--- src/rtl/io_vpw_bias_ctrl.sv ---
// io_vpw_bias_ctrl: VPW p-well body-bias sequencer.
// Enables the generator, ramps the DAC code one LSB per dwell, then confirms regulation.
module io_vpw_bias_ctrl #(
    parameter int CODE_W         = 6,
    parameter int STEP_CYCLES    = 16,
    parameter int TIMEOUT_CYCLES = 1024,
    parameter int OK_FILT        = 4
) (
    input  logic              clk,
    input  logic              rst,
    input  logic              req_valid,
    output logic              req_ready,
    input  logic [CODE_W-1:0] req_code,
    input  logic              req_off,
    input  logic              err_clr,
    input  logic              gen_ok,
    output logic              bias_en,
    output logic [CODE_W-1:0] bias_code,
    output logic              busy,
    output logic              done,
    output logic              err
);
    localparam int SW = $clog2(STEP_CYCLES);
    localparam int TW = $clog2(TIMEOUT_CYCLES + 1);
    localparam int FW = $clog2(OK_FILT + 1);

    typedef enum logic [2:0] {IDLE, ENABLE, RAMP, CHECK, OFF, DONE, ERR} state_t;

    state_t            state, state_n;
    logic [1:0]        ok_sync;
    logic              gen_ok_s, step, en_n;
    logic [CODE_W-1:0] target, target_n, code_n;
    logic [SW-1:0]     cnt, cnt_n;
    logic [TW-1:0]     tmo, tmo_n;
    logic [FW-1:0]     filt, filt_n;

    assign gen_ok_s = ok_sync[1];
    assign step     = cnt == SW'(STEP_CYCLES - 1);

    always_comb begin
        state_n  = state;
        target_n = target;
        code_n   = bias_code;
        en_n     = bias_en;
        cnt_n    = step ? '0 : cnt + 1'b1;
        tmo_n    = tmo;
        filt_n   = filt;
        case (state)
            IDLE: begin
                cnt_n = '0;
                if (req_valid) begin
                    target_n = req_code;
                    tmo_n    = '0;
                    filt_n   = '0;
                    en_n     = bias_en | ~req_off;
                    state_n  = req_off ? OFF : !bias_en ? ENABLE : bias_code != req_code ? RAMP : CHECK;
                end
            end
            ENABLE: if (step) state_n = bias_code == target ? CHECK : RAMP;
            RAMP: if (step) begin
                code_n  = bias_code < target ? bias_code + 1'b1 : bias_code - 1'b1;
                state_n = code_n == target ? CHECK : RAMP;
            end
            CHECK: begin
                filt_n = gen_ok_s ? filt + 1'b1 : '0;
                tmo_n  = tmo + 1'b1;
                if (filt == FW'(OK_FILT)) state_n = DONE;
                else if (tmo == TW'(TIMEOUT_CYCLES)) begin
                    state_n = ERR;
                    code_n  = '0;
                    en_n    = 1'b0;
                end
            end
            OFF: if (step) begin
                code_n  = bias_code != '0 ? bias_code - 1'b1 : '0;
                en_n    = bias_code != '0;
                state_n = bias_code != '0 ? OFF : DONE;
            end
            DONE:    state_n = IDLE;
            ERR:     state_n = err_clr ? IDLE : ERR;
            default: state_n = IDLE;
        endcase
    end

    always_ff @(posedge clk or posedge rst)
        if (rst) ok_sync <= '0;
        else ok_sync <= {ok_sync[0], gen_ok};

    always_ff @(posedge clk or posedge rst)
        if (rst) begin
            state     <= IDLE;
            target    <= '0;
            bias_code <= '0;
            bias_en   <= 1'b0;
            cnt       <= '0;
            tmo       <= '0;
            filt      <= '0;
            req_ready <= 1'b1;
            busy      <= 1'b0;
            done      <= 1'b0;
            err       <= 1'b0;
        end else begin
            state     <= state_n;
            target    <= target_n;
            bias_code <= code_n;
            bias_en   <= en_n;
            cnt       <= cnt_n;
            tmo       <= tmo_n;
            filt      <= filt_n;
            req_ready <= state_n == IDLE;
            busy      <= state_n inside {ENABLE, RAMP, CHECK, OFF};
            done      <= state_n == DONE;
            err       <= state_n == ERR;
        end
endmodule

--- config.mk ---
export PLATFORM = sky130hd
export DESIGN_NAME = io_vpw_bias_ctrl
export DESIGN_NICKNAME = d
export VERILOG_FILES = /design/src/rtl/io_vpw_bias_ctrl.sv
export SDC_FILE = /design/constraint.sdc
export NUM_CORES = 1
export LEC_CHECK = 0
export ABC_AREA = 1
export CORE_ASPECT_RATIO = 1.25
export CORE_UTILIZATION = 63
export DETAILED_ROUTE_END_ITERATION = 16
export PLACE_DENSITY = 0.86
export SYNTH_ARGS = -nofsm -noshare
export SYNTH_HDL_FRONTEND = slang
export SYNTH_SLANG_ARGS = --single-unit
--- constraint.sdc ---
create_clock -name clk -period 2.9 [get_ports clk]
set_input_delay 0.58 -clock clk [delete_from_list [all_inputs] [get_ports clk]]
set_output_delay 0.58 -clock clk [all_outputs]
set_load 0.03 [all_outputs]
# ---- After elaboration in Yosys (flattened, before gate mapping)
# Index checks and enable logic that the tools add are counted.
# W data, S select, Z words.
dict set report op_classes {
  bitwise_logic 2
  muxes 33
  eq_ne 22
  add_sub_neg 5
  order_cmp 1
  n_reduce_logical 11
}
# op n
set ops {}
lappend ops {{$mux W6} 6}
lappend ops {{$mux W3} 10}
lappend ops {{$pmux W11 S2} 1}
lappend ops {{$eq A3 B3 Y1 const B} 6}
lappend ops {{$pmux W3 S6} 1}
lappend ops {{$pmux W6 S3} 1}
lappend ops {{$eq A3 B2 Y1 const B} 4}
lappend ops {{$eq A6 B6 Y1} 2}
lappend ops {{$add A11 B1 Y11 const B} 1}
lappend ops {{$eq A11 B11 Y1 const B} 1}
lappend ops {{$mux W11} 1}
lappend ops {{$ne A2 B2 Y1 const B} 5}
lappend ops {{$reduce_and A5 Y1} 2}
lappend ops {{$mux W1} 8}
lappend ops {{$mux W4} 2}
lappend ops {{$add A6 B1 Y6 const B} 1}
lappend ops {{$eq A3 B1 Y1 const B} 2}
lappend ops {{$logic_not A3 Y1} 2}
lappend ops {{$lt A6 B6 Y1} 1}
lappend ops {{$ne A6 B6 Y1} 1}
lappend ops {{$pmux W3 S2} 1}
lappend ops {{$reduce_bool A3 Y1} 2}
lappend ops {{$reduce_bool A6 Y1} 1}
lappend ops {{$sub A6 B1 Y6 const B} 1}
lappend ops {{10 further kinds} 11}
dict set report word_totals {
  elab_cells 86
  inputBits 12
  out_inout_bits 11
  regBits 40
}

# ---- Depth between registers and ports, before layout
# Gate-level depths: netlist of run 1.
dict set report depth {
  depth_word 8
  depth_mapped 17
  mapped_depth_nobuf 17
}

# ---- Worst setup path before layout of run 1
# No wires, ideal clock.
dict set report synth_path {
  path_kind {register to register}
  startpoint {register bias_code[5]}
  endpoint {register busy}
  path_buffers 0
  synth_period_minus_slack_ns 2.056
  setup_slack_ns 0.844
  setup_time_ns 0.113
  required_time_ns 2.787
  path_stages_with_launch 16
  t_arrival_ns 1.943
  path_cell_list {dfrtp_1 > ha_1 > nand2_2 > inv_2 > nand2_2 > nand2_1 > nor2_4 > nand2_1 > nand2_1 > nor2_1 > nor2_1 > nand3_2 > nand3_1 > nand2_1 > nand2_1 > inv_1}
}
dict set report synth_between {
  elab_chain_len 8
  word_cells_on_any_way 24
  cone_classes {2 x add/sub; 1 x order compare; 7 x eq/ne; 12 x mux; 2 x reduce/logical}
}
# item line_no
set synth_lines {}
lappend synth_lines {{start, declared} 18} ;# output logic [CODE_W-1:0] bias_code,
lappend synth_lines {{start signal, assigned} 105} ;# bias_code <= code_n;
lappend synth_lines {{$sub A6 B1 Y6, or another cell as far along} 61} ;# code_n = bias_code < target ? bias_code + 1'b1 : bias_code - 1'b1;
lappend synth_lines {{$mux W6 or $mux W1 (tied branches)} {61, 56}}
lappend synth_lines {{$eq A6 B6 Y1 or $mux W2 (tied branches)} {62, 56}}
lappend synth_lines {{$mux W1 or $mux W3 (tied branches)} {62, 56}}
lappend synth_lines {{$mux W3 (on tied branches)} {60, 51}}
lappend synth_lines {{$pmux W3 S6 *} 48} ;# case (state)
lappend synth_lines {{$eq A3 B1 Y1, or another cell as far along} 111} ;# busy <= state_n inside {ENABLE, RAMP, CHECK, OFF};
lappend synth_lines {{$reduce_bool A4 Y1 *} 111}
lappend synth_lines {{end signal, assigned} 111}
lappend synth_lines {{end, declared} 19} ;# output logic busy,
# Mark *: on every way between the ends. The rest lies on a longest branch, timed or not.
# A chain may end at the register's enable or synchronous reset.

# ---- Final worst setup path of run 1
dict set report layout_path {
  startpoint {register bias_code[2]}
  endpoint {output bias_code[2]}
}
# No word-level cell between the ends.

==> metrics.csv, run 1 <==
stage,metric,value,unit
min_path,Worst Hold Endpoint,ok_sync[1]$_DFF_PP0_,
floorplanning,die height,75.4,um
timing,slew at the pin closest to its max-slew limit,519,ps
synth,main combinational cell family by area after synthesis,simple AND/OR/NAND/NOR gates,
timing,skew final,10.4,ps
critical_path,type of the worst setup path,reg2out,
route,Starting DRT DRC Count,177,
synth,xor-xnor portion of the synthesized cell area,2.26,%
timing,TNS Setup,0,ps
synth,"Cell Area, Synth",0.00271,mm2
floorplanning,Die X-Extent,60.7,um
synth,post-synthesis area per instance,7.26,um2
finish,"commonest non-fill, non-tap cells in the layout","87 x nand2_1, 49 x inv_1, 39 x dfrtp_1, 35 x nand3_1, 27 x nor2_1",
timing,max-slew violation count,0,
critical_path,startpoint types,flop,
placed_design,number of buffers added on ports,22,
grt,via count of the first global-routing pass,2451,
finish,layout cell share with drive strength beyond 1,12.4,%
floorplanning,std cell rows,26,
job,# Max-Cap Violations,0,
min_path,min-delay src,ok_sync[0]$_DFF_PP0_,
floorplanning,I/O pin count,23,
timing,slew margin rel.,65.4,%
floorplanning,area of the die,0.00458,mm2
synth,share of async-settable or async-resettable flops after synthesis,100,%
timing,Fin. Hold Viols,0,
synth,number of enable flip-flop cells after synthesis,0,
synth,flop and latch count out of synthesis,40,
critical_path,worst reg-to-reg path cell count,9,
synth,compound-gate portion of the synthesized area,12.4,%
cts,hold-fix buffers at CTS,0,
cts,depth of the CTS H-tree,2,
critical_path,endpoint kind of the worst setup timing path,primary output,
floorplanning,placeable core region,0.00410,mm2
route,count of unresolved DRC violations after routing,0,
outcome,result of the run,"finished, final reports clean",
timing,share of the clock period used by the worst path after layout,81.8,%
min_path,number of cells on the worst hold path,0,
route,routed via count,2552,
cts,Post CTS Setup Buffer Count,0,
synth,share of cell area taken by muxes after synthesis,0,%
synth,number of distinct library cells after synthesis,36,
cts,root cell of the clock tree,clkbuf_8,
synth,Synth Net Count,399,
placed_design,estimated wirelength of the detail-placed design,4990,um
cts,clock sinks,40,
synth,top flip-flop cell by instance count after synthesis,dfrtp_1,
finish,filler-free cell count of the finished design,458,
finish,fin nets,426,
critical_path,Critical Path AT,1790,ps
synth,"arithmetic-cell share of the synthesized area counting full adders, half adders and majority gates",5.99,%
synth,"Seq/Total Area, Yosys",36.9,%
timing,unrepaired setup endpoints after global routing,no,
cts,clk_lat worst skew,300,ps
finish,Inserted Diodes,0,
route,mean routed wirelength per cell,14.3,um
synth,fraction of the mapped netlist area in simple logic gates,31.5,%
cts,clock tree from TritonCTS,yes,
floorplanning,starting density of the core,66.2,%
finish,area overhead of the layout relative to synthesis,14.4,%
timing,post-layout minimum cycle time,2370,ps
grt,maximum number of pins on one net before global-route repair,41,
critical_path,register-to-register setup slack,710,ps
route,count of TritonRoute iterations in the first routing pass,4,
synth,number of standard cells after synthesis,374,
cts,Clock transition at path regs,80,ps
power,Leakage,0.00156,uW
power,largest voltage drop on the vdd net,0.000541,V
grt,"Remaining Overflow, GRT",0,
timing,Fmax achieved,422,MHz
cts,number of buffers inserted during clock tree synthesis,5,
route,drt total wl,6570,um
cts,number of gates given a new drive strength after cts,0,
route,routed via count divided by cell count,5.57,
placed_design,number of cells after detailed placement,450,
power,overall power of the completed layout,3420,uW
cts,maximum buffer depth of the clock tree,2,
critical_path,largest driver fanout on the critical path,8,
timing,count of endpoints failing setup in the final report,0,
grt,Total GRT Usage,32.8,%
route,DRT antenna net count,0,
synth,Synth Warn #,0,
min_path,worst min path class,reg2reg,
finish,"leading cell type in the layout, fill and taps excluded",nand2_1,
power,Pwr Density,1100,mW/mm2
critical_path,reg-to-reg critical path endpoint,bias_code[0]$_DFFE_PP0P_,
critical_path,data required time at the worst endpoint,2320,ps
finish,fillcell total,339,
grt,initial antenna violation count,0,
critical_path,worst r2r src,bias_code[1]$_DFFE_PP0P_,
placed_design,gp weighted congestion,0.909,
grt,global-route wire length before repair,10900,um
-- synth_stat cells, types with 3 or more instances --
| library cell | instances | share of area, % |
|---|---|---|
| o21ai_1 | 9 | 1.7 |
| nand2_1 | 87 | 12 |
| nor2_4 | 5 | 2.1 |
| buf_4 | 3 | 0.83 |
| nor3_1 | 4 | 0.74 |
| inv_1 | 49 | 6.8 |
| dfrtp_1 | 39 | 36 |
| nand3_2 | 3 | 1.1 |
| nor2_2 | 4 | 0.92 |
| nor2_1 | 27 | 3.7 |
| nand4_1 | 7 | 1.6 |
| ha_1 | 13 | 6.0 |
| xor2_1 | 6 | 1.9 |
| o21ai_0 | 23 | 4.2 |
| a21oi_1 | 16 | 3.0 |
| nand3_1 | 35 | 6.5 |
| inv_2 | 15 | 2.1 |
| o22ai_1 | 3 | 0.69 |
| nand2_2 | 4 | 0.92 |
-- where the power goes --
part | internal (uW) | switching [uW] | leakage, uW
clock network | 255 | 209 | 0.0000541
logic | 724 | 1340 | 0.000982
registers | 721 | 177 | 0.000523
total | 1700 | 1720 | 0.00156
-- registers in the layout (all words and copies together), names as in the netlist --
signal     flops
err            1
tmo           11
target         6
done           1
cnt            4
state          3
bias_code      6
req_ready      1
bias_en        1
filt           3
busy           1
ok_sync        2
-- cell type report --
class,count,area [um2],area share (%)
inverter,65,246,7.94
tap,56,70.1,2.26
clock inverter,3,42.5,1.37
timing repair buffer,27,258,8.30
multi-input combinational,262,1420,45.6
sequential,40,1000,32.3
clock buffer,5,68.8,2.22
-- kinds of logic after synthesis --
| kind of cell | after synthesis |
|---|---|
| flops | 40 |
| fa+ha+maj | 13 |
| simple gates | 181 |
| buf+inv | 72 |
| compound gates | 61 |
| xor+xnor | 7 |
-- stage by stage --
| stage | instance area [um2] | hold slack (ps) | worst slack [ps] | utilization [%] |
|---|---|---|---|---|
| after floorplan | 2710 | 331 | 844 | - |
| after global placement | 2990 | 344 | 614 | 73.0 |
| after detailed placement | 2990 | 347 | 606 | 73.0 |
| after CTS | 3110 | 374 | 535 | 75.8 |
| after global routing | 3110 | 380 | 442 | 75.8 |
| final | 3110 | 371 | 528 | 75.8 |
-- routing by layer --
| metal | wire [um] | GRT usage, % |
|---|---|---|
| met5 | 0 | 0 |
| met2 | 3430 | 58.0 |
| met1 | 2580 | 36.8 |
| met4 | 274 | 16.9 |
| met3 | 287 | 6.96 |
-- worst max-delay path, cell delays in order (launching register included) --
cell and delay, ps:
dfrtp_1 590, buf_4 230, clkdlybuf4s50_1 670
-- worst max-delay path by stage --
stage | start | to
detailed placement | req_valid | busy$_DFF_PP0_
global route | bias_code[0]$_DFFE_PP0P_ | busy$_DFF_PP0_
CTS | bias_code[2]$_DFFE_PP0P_ | bias_code[2]
global placement | req_valid | busy$_DFF_PP0_
floorplan | bias_code[5]$_DFFE_PP0P_ | busy$_DFF_PP0_
finish | bias_code[2]$_DFFE_PP0P_ | bias_code[2]
(Power assumes the default switching activity.)
==> run 2: changes to the inputs <==
--- a/config.mk
+++ b/config.mk
@@ -7,9 +7,9 @@
 export LEC_CHECK = 0
 export ABC_AREA = 1
 export CORE_ASPECT_RATIO = 1.25
-export CORE_UTILIZATION = 63
+export CORE_UTILIZATION = 58
 export DETAILED_ROUTE_END_ITERATION = 16
-export PLACE_DENSITY = 0.86
+export PLACE_DENSITY = 0.8
 export SYNTH_ARGS = -nofsm -noshare
 export SYNTH_HDL_FRONTEND = slang
 export SYNTH_SLANG_ARGS = --single-unit
==> constraint.sdc (replaced) <==
create_clock -name clk -period 2.2 [get_ports clk]
set_input_delay 0.44 -clock clk [delete_from_list [all_inputs] [get_ports clk]]
set_output_delay 0.44 -clock clk [all_outputs]
set_load 0.03 [all_outputs]
==> metrics.csv, run 2 (synthesis results as in run 1) <==
stage,metric,value,unit
finish,"leading cell type in the layout, fill and taps excluded",nand2_1,
power,share of total power consumed by net switching,49.3,%
cts,clock sinks,40,
critical_path,endpoint kind of the worst setup timing path,flop,
route,routed via count,2523,
timing,Fmax achieved,494,MHz
power,Leakage,0.00160,uW
timing,TNS Setup,0,ps
finish,registers with the highest flip-flop counts,"tmo (11), bias_code (6), target (6)",
route,drt total wl,6070,um
floorplanning,std cell rows,27,
route,DRT antenna net count,0,
critical_path,crit-path most repeated cell,nand2_1,
critical_path,ordered list of cells on the worst path,"inv_1, ha_1, nand2_2, nor2_4, nand2_4, nand3_4, nand2_1, nand3_1, nand2_1, nor2_1, nand3_2, nand3_1, nand2_1, nand2_1, inv_1",
finish,number of flip-flops in the largest register,11,
route,routed via count divided by cell count,5.40,
power,largest voltage drop on the vdd net,0.000738,V
timing,post-layout minimum cycle time,2030,ps
floorplanning,I/O pin count,23,
critical_path,data required time at the worst endpoint,2390,ps
power,switching power,2270,uW
cts,clock tree from TritonCTS,yes,
critical_path,critical path buffer and inverter count,2,
timing,slew margin rel.,65.7,%
power,combinational cell fraction of total power,63.3,%
finish,fin nets,433,
grt,Total GRT Usage,26.7,%
route,count of TritonRoute iterations in the first routing pass,4,
placed_design,estimated wirelength of the detail-placed design,4550,um
grt,"Remaining Overflow, GRT",0,
timing,count of endpoints failing setup in the final report,0,
timing,slew at the pin closest to its max-slew limit,514,ps
timing,share of the clock period used by the worst path after layout,92.1,%
cts,maximum buffer depth of the clock tree,2,
cts,root cell of the clock tree,clkbuf_8,
critical_path,type of the worst setup path,reg2reg,
cts,depth of the CTS H-tree,2,
timing,Fin. Hold Viols,0,
power,Clock Power Share,12.7,%
min_path,worst min path class,reg2reg,
critical_path,register-to-register setup slack,170,ps
critical_path,startpoint types,flop,
floorplanning,area of the die,0.00496,mm2
finish,Util after Layout,71.4,%
power,Pwr Density,1450,mW/mm2
timing,unrepaired setup endpoints after global routing,no,
grt,global-route wire length before repair,10300,um
critical_path,Critical Path Slowest Stage Cell,dfrtp_1,
cts,clk_lat worst skew,290,ps
floorplanning,starting density of the core,60.9,%
cts,Clock transition at path regs,70,ps
route,mean routed wirelength per cell,13.0,um
timing,max-slew violation count,0,
floorplanning,die height,78.5,um
power,internal power,2340,uW
timing,skew final,2.73,ps
floorplanning,Die X-Extent,63.2,um
grt,via count of the first global-routing pass,2349,
cts,number of buffers inserted during clock tree synthesis,5,
critical_path,largest driver fanout on the critical path,10,
grt,maximum number of pins on one net before global-route repair,41,
placed_design,gp weighted congestion,0.911,
finish,area overhead of the layout relative to synthesis,17.4,%
critical_path,kind of cell adding the most delay to the critical path,simple AND/OR/NAND/NOR gates,
critical_path,Critical Path AT,2210,ps
route,Starting DRT DRC Count,121,
finish,layout cell share with drive strength beyond 1,15.2,%
grt,initial antenna violation count,0,
route,count of unresolved DRC violations after routing,0,
placed_design,number of buffers added on ports,22,
job,# Max-Cap Violations,0,
finish,most flop-heavy register,tmo,
cts,hold-fix buffers at CTS,0,
floorplanning,placeable core region,0.00446,mm2
power,sequential fraction of design power,24.0,%
critical_path,Critical Path Max Stage Delay,380,ps
finish,"commonest non-fill, non-tap cells in the layout","84 x nand2_1, 48 x inv_1, 38 x dfrtp_1, 35 x nand3_1, 26 x nor2_1",
outcome,result of the run,"finished, final reports clean",
finish,Inserted Diodes,0,
run 2: cell types whose count changed in the layout (fill, tap and decap cells not counted), sizes merged:
cell,previous run,this run
clkbuf,5,6
buf,5,12
clkinvlp,1,0
run 2: metrics by stage:
step / worst slack (ps) / power [uW] / std cells / hold WS, ps / cell area [um2]
6_report: 174 / 4610 / 467 / 365 / 3190
5_1_grt: 14.7 / 5020 / 467 / 368 / 3190
4_1_cts: 97.6 / 4480 / 464 / 365 / 3130
3_5_place_dp: 116 / 3880 / 456 / 347 / 3030
3_3_place_gp: 133 / 3830 / 456 / 334 / 3030
2_1_floorplan: 144 / 3200 / 374 / 331 / 2710
run 2: metal layers:
layer	global-route usage [%]	share of wire (%)	vias to the layer above
met2	45.7	50	55
met1	32.8	44	1174
li1	-	-	1279
met3	4.22	3.3	15
met5	0	0	-
met4	12.5	3.2	0
run 2: worst paths after layout:
path                                       start                  endpoint  cells after the start
max                        target[5]$_DFFE_PP0P_            busy$_DFF_PP0_                     15
max in group asynchronous                    rst  bias_code[1]$_DFFE_PP0P_                      3
min                         ok_sync[0]$_DFF_PP0_      ok_sync[1]$_DFF_PP0_                      0
min in group asynchronous                    rst     target[4]$_DFFE_PP0P_                      3
max reg2reg                target[5]$_DFFE_PP0P_            busy$_DFF_PP0_                     15
min reg2reg                 ok_sync[0]$_DFF_PP0_      ok_sync[1]$_DFF_PP0_                      0
run 2: layout make-up:
class                   instances  area (um2)
clock buffers                   6        72.6
clock inverters                 2        35.0
fillers                       373        1270
inverters                      65         251
multi-input cells             262        1440
flip-flops and latches         40        1000
well taps                      58        72.6
repair buffers                 34         310
run 2: power by group through the flow:
stage                     clock network, uW  registers [uW]  logic (uW)
final                                   585            1110        2920
after global placement                    0            1120        2710
after CTS                               599            1120        2770
after global routing                    624            1130        3270
after floorplan                           0            1280        1910
after detailed placement                  0            1130        2750
run 2: what timing repair did:
| item | CTS | global route |
|---|---|---|
| endpoints found under the setup margin | 0 | 3 |
| buffers inserted | 0 | 3 |
| gates resized for setup | 0 | 10 |
run 2: worst reg2reg max path, delay by kind of cell, from the launching register on:
family                     cells  cell delay (ps)
adders and majority gates      1              300
and+or+nand+nor               12             1120
DFF                            1              380
buffers and inverters          2              110
==> edit 1: new RTL, config.mk and constraints of run 2 <==
Remove the register `err`: a continuous assignment takes its place, so the output `err` follows one clock earlier.
--- a/src/rtl/io_vpw_bias_ctrl.sv
+++ b/src/rtl/io_vpw_bias_ctrl.sv
@@ -98,7 +98,6 @@
             req_ready <= 1'b1;
             busy      <= 1'b0;
             done      <= 1'b0;
-            err       <= 1'b0;
         end else begin
             state     <= state_n;
             target    <= target_n;
@@ -110,7 +109,8 @@
             req_ready <= state_n == IDLE;
             busy      <= state_n inside {ENABLE, RAMP, CHECK, OFF};
             done      <= state_n == DONE;
-            err       <= state_n == ERR;
         end
+
+    assign err = state_n == ERR;
 endmodule
 
Function: same outputs for any inputs over 10 cycles, from zero or initial values and one cycle with rst high; that may be too few to reach the edited logic, so the function may still have changed.
==> edit 1 against run 2 <==
- via count grew 4.3%
- worst setup slack lost 0.11 ns
- cell area grew 2.8%
- total power grew 1.8%
- sequential cell count shrank 1
- synthesized cell count shrank 0.27%
- wire length grew 11%
- area after synthesis shrank 0.92%
- largest cell class unchanged
- largest power group unchanged
==> edit 1: results (changes against run 2) <==
Worst hold path class: reg -> reg (unchanged)
Layout filler cell count: 336 (was 373)
Final nets: 446 (was 433)
Worst Hold Path Cells: 0 (unchanged)
Vias in the first global route: 2425 (was 2349)
First-pass GRT wire length: 10.8 mm (was 10.3 mm)
Async SR Flop Fraction: 1.00 (unchanged)
Number of buffers created by CTS: 5 (unchanged)
Drt via density: 5.50 (was 5.40)
Leakage: 1.66 nW (was 1.60 nW)
Largest net degree at the start of global routing: 40 (was 41)
Drt wl/cell: 14.0 microns (was 13.0 microns)
Max stage delay on crit path: 0.41 ns (was 0.38 ns)
Post-synth top cells: nand2_1 (87), inv_1 (49), dfrtp_1 (38), nand3_1 (35), nor2_1 (27) (was nand2_1 (87), inv_1 (49), dfrtp_1 (39), nand3_1 (35), nor2_1 (27))
Final HPWL DP: 4.73 mm (was 4.55 mm)
Maximum clock rate: 469 MHz (was 494 MHz)
Largest regs: tmo: 11 flops, bias_code: 6 flops, target: 6 flops (unchanged)
GRT Util Overall: 0.285 (was 0.267)
Share of layout cells above drive strength 1: 0.195 (was 0.152)
Initial antenna violation count: 0 (unchanged)
Worst path arrival time: 1.69 ns (was 2.21 ns)
Sequential-to-total area share from yosys stat: 0.363 (was 0.369)
DP Worst Slack: 0.131 ns (was 0.116 ns)
Worst-margin pin slew: 0.495 ns (was 0.514 ns)
CP max FO: 4 (was 10)
Syn nets: 398 (was 399)
Top post-synthesis cells by area: dfrtp_1 (35%), nand2_1 (12%), inv_1 (6.8%) (was dfrtp_1 (36%), nand2_1 (12%), inv_1 (6.8%))
Worst VDD drop: 0.765 mV (was 0.738 mV)
Worst-path clk slew: 0.07 ns (about the same)
Gpl congestion: 0.945 (was 0.911)
Clock latency at the later pin of the worst-skew pair: 0.29 ns (about the same)
# H-tree levels: 2 (unchanged)
Reg2reg path depth: 14 (was 15)
First-pass DRT Iterations: 5 (was 4)
Clk buf depth: 2 (unchanged)
Placed Area: 0.00302 sq mm (was 0.00303 sq mm)
Port bufs: 22 (unchanged)
Status: finished, final reports clean (unchanged)
DRT iter0 DRCs: 258 (was 121)
Ys flop type: dfrtp_1 (unchanged)
Layout Skew: 0.00984 ns (was 0.00273 ns)
edit 1: layout make-up:
type | instances | share of cell area
clock buffers | 6 | 0.0222
inverters | 65 | 0.0760
multi-input cells | 263 | 0.456
flip-flops and latches | 39 | 0.298
well taps | 58 | 0.0222
repair buffers | 47 | 0.125
edit 1: metrics by stage:
step	hold WS, ns	utilization	cells	setup TNS, ns
3_3_place_gp	0.341	0.683	458	0
3_5_place_dp	0.361	0.683	458	0
6_report	0.372	0.740	478	0
4_1_cts	0.376	0.706	466	0
2_1_floorplan	0.331	-	373	0
5_1_grt	0.386	0.740	478	-0.0371
edit 1: path summary, 6_finish.rpt:
kind / startpoint / end / slack [ns]
hold / removal: ok_sync[0] / ok_sync[1] / 0.37
max in group asynchronous: rst / tmo[9] / 1.27
setup reg to reg: target[5] / busy / 0.12
min in group asynchronous: rst / cnt[3] / 0.57
hold reg to reg: ok_sync[0] / ok_sync[1] / 0.37
setup / recovery: cnt[1] / err / 0.07
edit 1: logic make-up after synthesis:
logic type | count (synthesis) | synth area share
fa+ha+maj | 13 | 0.0605
buf+inv | 72 | 0.109
simple gates | 181 | 0.318
flops | 39 | 0.363
compound gates | 61 | 0.126
xor+xnor | 7 | 0.0228
edit 1: metal layers:
layer | up-vias | wire, microns | track usage
li1 | 1304 | - | -
met1 | 1219 | 2740 | 0.331
met2 | 86 | 3480 | 0.509
met3 | 22 | 281 | 0.0480
met4 | 0 | 209 | 0.128
met5 | - | 0 | 0
edit 1: where the power goes:
part	internal (mW)	switching (mW)	total, mW
logic	1.17	1.99	3.17
clock network	0.211	0.227	0.438
registers	0.929	0.162	1.09
edit 1: repair_timing:
action                                 4_1_cts  5_1_grt
hold buffers                                 0        0
gates resized for setup                      4       15
gates cloned                                 0        1
setup endpoints to repair                    1        2
endpoints found under the hold margin        0        0
buffers inserted                             2       11
pin swaps                                    1       12
==> edit 2: new RTL, config.mk and constraints of run 2 <==
Without the edit above. The parameter `CODE_W` goes from 6 to 12.
--- a/src/rtl/io_vpw_bias_ctrl.sv
+++ b/src/rtl/io_vpw_bias_ctrl.sv
@@ -1,7 +1,7 @@
 // io_vpw_bias_ctrl: VPW p-well body-bias sequencer.
 // Enables the generator, ramps the DAC code one LSB per dwell, then confirms regulation.
 module io_vpw_bias_ctrl #(
-    parameter int CODE_W         = 6,
+    parameter int CODE_W         = 12,
     parameter int STEP_CYCLES    = 16,
     parameter int TIMEOUT_CYCLES = 1024,
     parameter int OK_FILT        = 4
Interface: changed (resized bias_code and req_code); port bits go from 23 to 35. The function was not compared with the original's and may differ.
==> edit 2 against run 2 <==
- total power increased by 93%
- critical endpoint unchanged
- cell area grew 70%
- count of clock-buffer cells in the layout did not move
- wire length grew 100%
- die area increased by 47%
- the run now ends with negative setup slack left
- sequential cell count is 12 higher
- global-route usage rose by 7.5 points
- area after synthesis up 49%
- worst setup slack got worse by 0.41 ns
==> edit 2: results (changes against run 2) <==
Status: finished with violations (was finished, final reports clean)
Failing checks: negative setup slack
Logic inverters: 104 (was 65)
DP Worst Slack: -0.171 ns (was 0.116 ns)
Sequential cell area share: 0.242 (was 0.315)
Power Sequential: 1.55 mW (was 1.11 mW)
Drt wl/cell: 15.3 microns (was 13.0 microns)
Met1 Wirelength: 4.61 mm (was 2.66 mm)
Worst path arrival time: 2.65 ns (was 2.21 ns)
Util after Layout: 0.813 (was 0.714)
Combinational Power Share: 0.760 (was 0.633)
Sequential-to-total area share from yosys stat: 0.323 (was 0.369)
CTS sink cnt: 52 (was 40)
Share of layout cells above drive strength 1: 0.252 (was 0.152)
Top post-synthesis cells by area: dfrtp_1 (32%), nand2_1 (15%), inv_1 (9.2%) (was dfrtp_1 (36%), nand2_1 (12%), inv_1 (6.8%))
XOR/XNOR share of the synthesized area: 0.0301 (was 0.0226)
Adder-Cell Fraction of Synth Area: 0.0589 (was 0.0599)
# H-tree levels: 2 (unchanged)
Via count: 4391 (was 2523)
Worst-path clk slew: 0.11 ns (was 0.07 ns)
CP max stage cell: dfrtp_2 (was dfrtp_1)
Port bufs: 34 (was 22)
Met1 usage: 0.350 (was 0.328)
Multi-input gate area: 0.00248 sq mm (was 0.00144 sq mm)
Setup TNS: -0.757 ns (was 0 ns)
Final HPWL DP: 8.43 mm (was 4.55 mm)
DRT iter0 DRCs: 353 (was 121)
Max stage delay on crit path: 0.45 ns (was 0.38 ns)
First-pass GRT wire length: 19.3 mm (was 10.3 mm)
Bufs w/o clock: 114 (was 34)
Final nets: 741 (was 433)
Met3 WL: 484 microns (was 201 microns)
Fin worst setup slack: -0.236 ns (was 0.174 ns)
Post-synth top cells: nand2_1 (164), inv_1 (99), nand3_1 (52), dfrtp_1 (51), nor2_1 (45) (was nand2_1 (87), inv_1 (49), dfrtp_1 (39), nand3_1 (35), nor2_1 (27))
GRT Util Overall: 0.342 (was 0.267)
Syn nets: 635 (was 399)
Worst slew margin: 0.700 (was 0.657)
Largest regs: bias_code: 12 flops, target: 12 flops, tmo: 11 flops (was tmo: 11 flops, bias_code: 6 flops, target: 6 flops)
Largest net degree at the start of global routing: 53 (was 41)
Placed Cells incl. Taps: 766 (was 456)
Placed Area: 0.00487 sq mm (was 0.00303 sq mm)
Layout filler cell count: 479 (was 373)
Clock network share of area: 0.0167 (was 0.0338)
Layout Skew: 0.0150 ns (was 0.00273 ns)
Met2 WL post-DR: 6.42 mm (was 3.02 mm)
First-pass DRT Iterations: 5 (was 4)
Post-Syn Area: 0.00404 sq mm (was 0.00271 sq mm)
Gpl congestion: 0.908 (was 0.911)
Pint: 4.35 mW (was 2.34 mW)
Met3 Use GR: 0.0402 (was 0.0422)
Clock latency at the later pin of the worst-skew pair: 0.33 ns (was 0.29 ns)
Grt met2 use: 0.661 (was 0.457)
Worst VDD drop: 1.11 mV (was 0.738 mV)
Setup violations, final: 5 (was 0)
CP max FO: 8 (was 10)
Leakage: 2.74 nW (was 1.60 nW)
Non-clk buf share: 0.189 (was 0.0974)
## edit 2: cell types whose count changed in the layout (fill, tap and decap cells not counted), moves of 9 or more
| cell | delta |
|---|---|
| nand2_2 | +13 |
| nor2_1 | +16 |
| clkdlybuf4s50_1 | +12 |
| inv_1 | +41 |
| buf_4 | +61 |
| a22oi_1 | +10 |
| nand2_1 | +66 |
| nand3_1 | +9 |
## edit 2: final timing paths
check                        endpoint  slack [ns]  depth (start not counted)           from
max                              busy       -0.24                         18  bias_code[11]
min                        ok_sync[1]        0.37                          0     ok_sync[0]
max reg2reg                      busy       -0.24                         18  bias_code[11]
min reg2reg                ok_sync[1]        0.37                          0     ok_sync[0]
max in group asynchronous   req_ready        1.40                          3            rst
min in group asynchronous   target[6]        0.50                          3            rst
## edit 2: kinds of logic after synthesis
group                      Yosys count
AOI/OAI and AO/OA                   76
xor gates and xnor gates            13
adders and majority gates           19
buffers and inverters              121
DFF                                 52
and+or+nand+nor                    317
